--- config.mk ---
export PLATFORM = sky130hd
export DESIGN_NAME = pipe_buffer_ctrl
export DESIGN_NICKNAME = d
export VERILOG_FILES = /design/src/rtl/viterbi_pipe_pkg.sv /design/src/rtl/pipe_valid_tracker.sv /design/src/rtl/pipe_buffer_ctrl.sv
export SDC_FILE = /design/constraint.sdc
export NUM_CORES = 1
export LEC_CHECK = 0
export ABC_AREA = 1
export CAP_MARGIN = 20
export CORE_MARGIN = 8
export CORE_UTILIZATION = 32
export CTS_BUF_LIST = sky130_fd_sc_hd__clkbuf_4 sky130_fd_sc_hd__clkbuf_8
export CTS_CLUSTER_DIAMETER = 120
export DETAILED_ROUTE_END_ITERATION = 7
export MAX_ROUTING_LAYER = met4
export PLACE_DENSITY_LB_ADDON = 0.12
export RECOVER_POWER = 25
export SYNTH_ARGS = -nofsm -noshare
export SYNTH_HDL_FRONTEND = slang
export SYNTH_SLANG_ARGS = --single-unit
--- constraint.sdc ---
create_clock -name clock -period 2.5 [get_ports clock]
set_clock_uncertainty 0.1 [all_clocks]
set_input_delay 0.5 -clock clock [delete_from_list [all_inputs] [get_ports clock]]
set_output_delay 0.5 -clock clock [all_outputs]
set_load 0.1 [all_outputs]
--- src/rtl/viterbi_pipe_pkg.sv ---
// Shared types and constants for the Viterbi survivor pipeline buffer control.
// State encoding, default depth and symbol width.
package viterbi_pipe_pkg;

    typedef enum logic [1:0] {
        IDLE  = 2'd0,
        CLEAR = 2'd1,
        RUN   = 2'd2,
        DRAIN = 2'd3
    } pipe_state_t;

    localparam int DEPTH_DEF = 32;
    localparam int SYM_W     = 2;

endpackage

--- src/rtl/pipe_valid_tracker.sv ---
// Valid-bit shadow of the survivor buffer plus its occupancy count.
// vsr mirrors the buffer stage by stage; occupancy is popcount(vsr).
module pipe_valid_tracker
    import viterbi_pipe_pkg::*;
#(
    parameter int DEPTH = DEPTH_DEF,
    parameter int CNT_W = 6
) (
    input  logic             clock,
    input  logic             reset,
    input  logic             clr,
    input  logic             shift_in,
    output logic             out_valid,
    output logic [CNT_W-1:0] occupancy
);

    logic [DEPTH-1:0] vsr;

    assign out_valid = vsr[DEPTH-1];

    // Shift valid bits alongside the buffer and keep a running count.
    always_ff @(posedge clock or posedge reset) begin
        if (reset) begin
            vsr       <= '0;
            occupancy <= '0;
        end else if (clr) begin
            vsr       <= '0;
            occupancy <= '0;
        end else begin
            vsr <= {vsr[DEPTH-2:0], shift_in};
            if (shift_in && !out_valid)
                occupancy <= occupancy + CNT_W'(1);
            else if (!shift_in && out_valid)
                occupancy <= occupancy - CNT_W'(1);
        end
    end

endmodule

--- src/rtl/pipe_buffer_ctrl.sv ---
// Session controller for the survivor buffer: clear, admit, drain, abort.
// Drives the buffer reset and a valid strobe aligned with its output.
module pipe_buffer_ctrl
    import viterbi_pipe_pkg::*;
#(
    parameter int DEPTH = DEPTH_DEF,
    parameter int CNT_W = 6
) (
    input  logic             clock,
    input  logic             reset,
    input  logic             start,
    input  logic             clear,
    input  logic             flush,
    input  logic             in_valid,
    output logic             in_ready,
    output logic             buf_clear,
    output logic             out_valid,
    output logic [CNT_W-1:0] occupancy,
    output logic             busy,
    output logic             flush_done,
    output logic             drop_err,
    output logic [1:0]       state
);

    pipe_state_t cur, nxt;
    logic        accepted;

    assign in_ready   = (cur == RUN);
    assign buf_clear  = (cur == CLEAR);
    assign busy       = (cur != IDLE);
    assign flush_done = (cur == DRAIN) && (occupancy == '0);
    assign accepted   = in_valid & in_ready;
    assign state      = cur;

    pipe_valid_tracker #(
        .DEPTH (DEPTH),
        .CNT_W (CNT_W)
    ) u_trk (
        .clock     (clock),
        .reset     (reset),
        .clr       (buf_clear),
        .shift_in  (accepted),
        .out_valid (out_valid),
        .occupancy (occupancy)
    );

    // State register.
    always_ff @(posedge clock or posedge reset) begin
        if (reset)
            cur <= IDLE;
        else
            cur <= nxt;
    end

    // Next-state decode; an abort overrides every other request.
    always_comb begin
        nxt = cur;
        if (clear) begin
            nxt = CLEAR;
        end else begin
            unique case (cur)
                IDLE:  if (start) nxt = CLEAR;
                CLEAR: nxt = RUN;
                RUN:   if (flush) nxt = DRAIN;
                DRAIN: if (occupancy == '0) nxt = IDLE;
                default: nxt = IDLE;
            endcase
        end
    end

    // Sticky flag for symbols offered while admission was closed.
    always_ff @(posedge clock or posedge reset) begin
        if (reset)
            drop_err <= 1'b0;
        else if (cur == CLEAR)
            drop_err <= 1'b0;
        else if (in_valid && !in_ready)
            drop_err <= 1'b1;
    end

endmodule

==> results by group <==
Yosys
  • Ys Warns: 0
  • Netlist cell types: 18
  • Post-Syn Nets: 215
  • Xor/xnor share of the synthesized area: 0.990%
  • Synth Area in Simple Gates: 19.9%
  • Post-synthesis mux area share: 0%
  • Post-Synth Adder-Cell Area: 6.79%
  • Mapped cell area: 1770 um^2
  • Seq/Total Area, Yosys: 58.0%
  • Syn avg cell area: 8.85 um^2
  • Compound-Gate Fraction of Synth Area: 2.40%
  • Synth Instances: 200
  • Largest family of logic cells by synthesized area: simple AND/OR/NAND/NOR gates
  • #FFs+latches synth: 41

Clock network
  • # resized after CTS: 0
  • CTS tree: yes
  • Clock Latency Late Sink: 0.29 ns
  • Total CTS buffers: 5
  • CTS max path bufs: 2
  • # hold bufs at CTS: 0
  • Reg clk slew, reported paths: 0.08 ns
  • Post-CTS Repair Setup Buffers: 0
  • Sinks on Clock Net: 41
  • Root buffer cell: clkbuf_8
  • CTS H-tree lvls: 2

Timing
  • RSZ-0062 raised after global routing: no
  • Fmax: 453 MHz
  • TNS Setup: 0 ns
  • Rel. slew slack: 35.1%
  • Tcrit/Tclk final: 88.4%
  • Count of pins over their slew limit: 0
  • Worst-margin pin slew: 0.973 ns
  • Final Hold Fails: 0
  • Final setup violation count: 0
  • Min Tclk post-route: 2.21 ns

Critical path
  • Setup crit end kind: flop
  • CP top delay family: simple AND/OR/NAND/NOR gates
  • Slowest stage cell, crit path: dfrtp_4
  • Critical path's most frequent cell: nand2_1
  • WS Path Type: reg2reg
  • Startpoint Class: flop
  • CP Data Required Time: 2.58 ns
  • Buf/Inv on CP: 1
  • Critical Path Max Stage Delay: 0.51 ns
  • CP max FO: 6
  • Arrival time of the worst setup path: 2.29 ns
  • Crit path cell chain: inv_1 -> ha_4 -> nand3_2 -> ha_1 -> a21oi_1 -> nand2_1 -> or2_2 -> nand3_1 -> nand2_1

Global routing
  • Total track usage: 9.03%
  • Vias in the first global route: 1,260
  • Largest net degree at the start of global routing: 42
  • GRT overflow: 0
  • First-pass GRT wire length: 5.90 mm
  • Initial antenna violation count: 0

Run status
  • Status: completed

Route
  • Final ANT Viol Nets: 0
  • DR DRC count: 0
  • Via count: 1,179
  • Drt via density: 3.97
  • Drt wl/cell: 10.9 um
  • Final wirelength: 3.24 mm
  • DRT iter0 DRCs: 73
  • DRT Pass-1 Iters: 4

Floorplan
  • Initial Util: 32.5%
  • Rows: 27
  • DIE AREA: 8160 um^2
  • Die Ht: 90.4 um
  • Area of the core: 5440 um^2
  • Die Wd: 90.4 um
  • I/O pin cnt: 20

Cells and area
  • Layout cells sized above 1: 14.7%
  • N_diodes: 0
  • Most common library cell in the layout ignoring fill and taps: inv_1
  • Total Nets Final: 239
  • Area grow syn2layout: 22.8%
  • Most frequent cells in the layout: inv_1 (51), nor2_1 (40), dfrtp_1 (39)
  • # fillers: 557

Place
  • GP Congestion: 0.817
  • # port buffers: 19
  • DP Wirelength: 2.30 mm

Flow run
  • Max-cap violations: 0

Worst hold path
  • Hold Path Class: reg2reg
-- final cells by class --
cell class	instances	area, um^2	area share [%]
Tap cell	72	90.1	4.15
Timing Repair Buffer	21	218	10.0
Inverter	51	191	8.81
Multi-Input combinational cell	104	552	25.4
Sequential cell	41	1030	47.4
Clock buffer	5	68.8	3.17
Clock inverter	3	22.5	1.04
-- worst register-to-register path, delay by kind of cell, from the launching register on --
family          cells  cell delay (ns)
flops               1             0.51
simple gates        5             0.63
buf+inv             1             0.16
compound gates      1             0.14
fa+ha+maj           2             0.57
-- cell families after synthesis --
| logic type | after synthesis |
|---|---|
| buf+inv | 55 |
| simple gates | 85 |
| xor+xnor | 2 |
| compound gates | 8 |
| flops | 41 |
| fa+ha+maj | 9 |
-- state kept, by name, indices dropped and copies added, names as in the netlist --
name	count
drop_err	1
state	2
u_trk.occupancy	6
u_trk.vsr	32
-- per-layer routing --
layer / wire, um / vias up / global-route usage [%]
met4: 12 / 0 / 2.91
met3: 137 / 2 / 3.16
met5: 0 / - / -
met2: 1440 / 13 / 13.3
met1: 1640 / 540 / 11.3
li1: - / 624 / -
-- worst paths after layout --
path / slack [ns] / to / start / cells past startpoint
max: 0.29 / u_trk.occupancy[4]$_DFFE_PP0P_ / state[0]$_DFFE_PP0P_ / 9
min: 0.36 / u_trk.vsr[31]$_DFF_PP0_ / u_trk.vsr[30]$_DFF_PP0_ / 2
max reg2reg: 0.29 / u_trk.occupancy[4]$_DFFE_PP0P_ / state[0]$_DFFE_PP0P_ / 9
min reg2reg: 0.36 / u_trk.vsr[31]$_DFF_PP0_ / u_trk.vsr[30]$_DFF_PP0_ / 2
max in group asynchronous: 0.75 / state[0]$_DFFE_PP0P_ / reset / 3
min in group asynchronous: 0.84 / u_trk.vsr[24]$_DFF_PP0_ / reset / 3
-- cell usage after synthesis --
| cell type | n | area, um^2 |
|---|---|---|
| a21oi_1 | 3 | 15.0 |
| ha_1 | 8 | 100 |
| o22ai_1 | 2 | 12.5 |
| nor2_1 | 41 | 154 |
| nand3b_1 | 1 | 7.51 |
| fa_1 | 1 | 20.0 |
| buf_2 | 4 | 20.0 |
| or2_2 | 1 | 6.26 |
| nand2_2 | 1 | 6.26 |
| nor2_2 | 1 | 6.26 |
| inv_1 | 51 | 191 |
| nand3_1 | 10 | 50.1 |
| nand4_1 | 1 | 6.26 |
| o21ai_0 | 3 | 15.0 |
| dfrtp_1 | 41 | 1030 |
| xor2_1 | 2 | 17.5 |
| nand3_2 | 1 | 10.0 |
| nand2_1 | 28 | 105 |
-- stage by stage --
step | cell area [um^2] | worst slack, ns | hold slack (ns) | instances | util, %
after global routing | 2170 | 0.102 | 0.381 | 297 | 40.0
final | 2170 | 0.291 | 0.360 | 297 | 40.0
after CTS | 2190 | 0.280 | 0.364 | 297 | 40.2
after global placement | 2100 | 0.147 | 0.337 | 289 | 38.6
after detailed placement | 2100 | 0.111 | 0.346 | 289 | 38.6
after floorplan | 1790 | 0.000796 | 0.334 | 200 | -
Power is not shown: default switching activity piles up to over one toggle a cycle in this logic, so the estimate is an artifact.
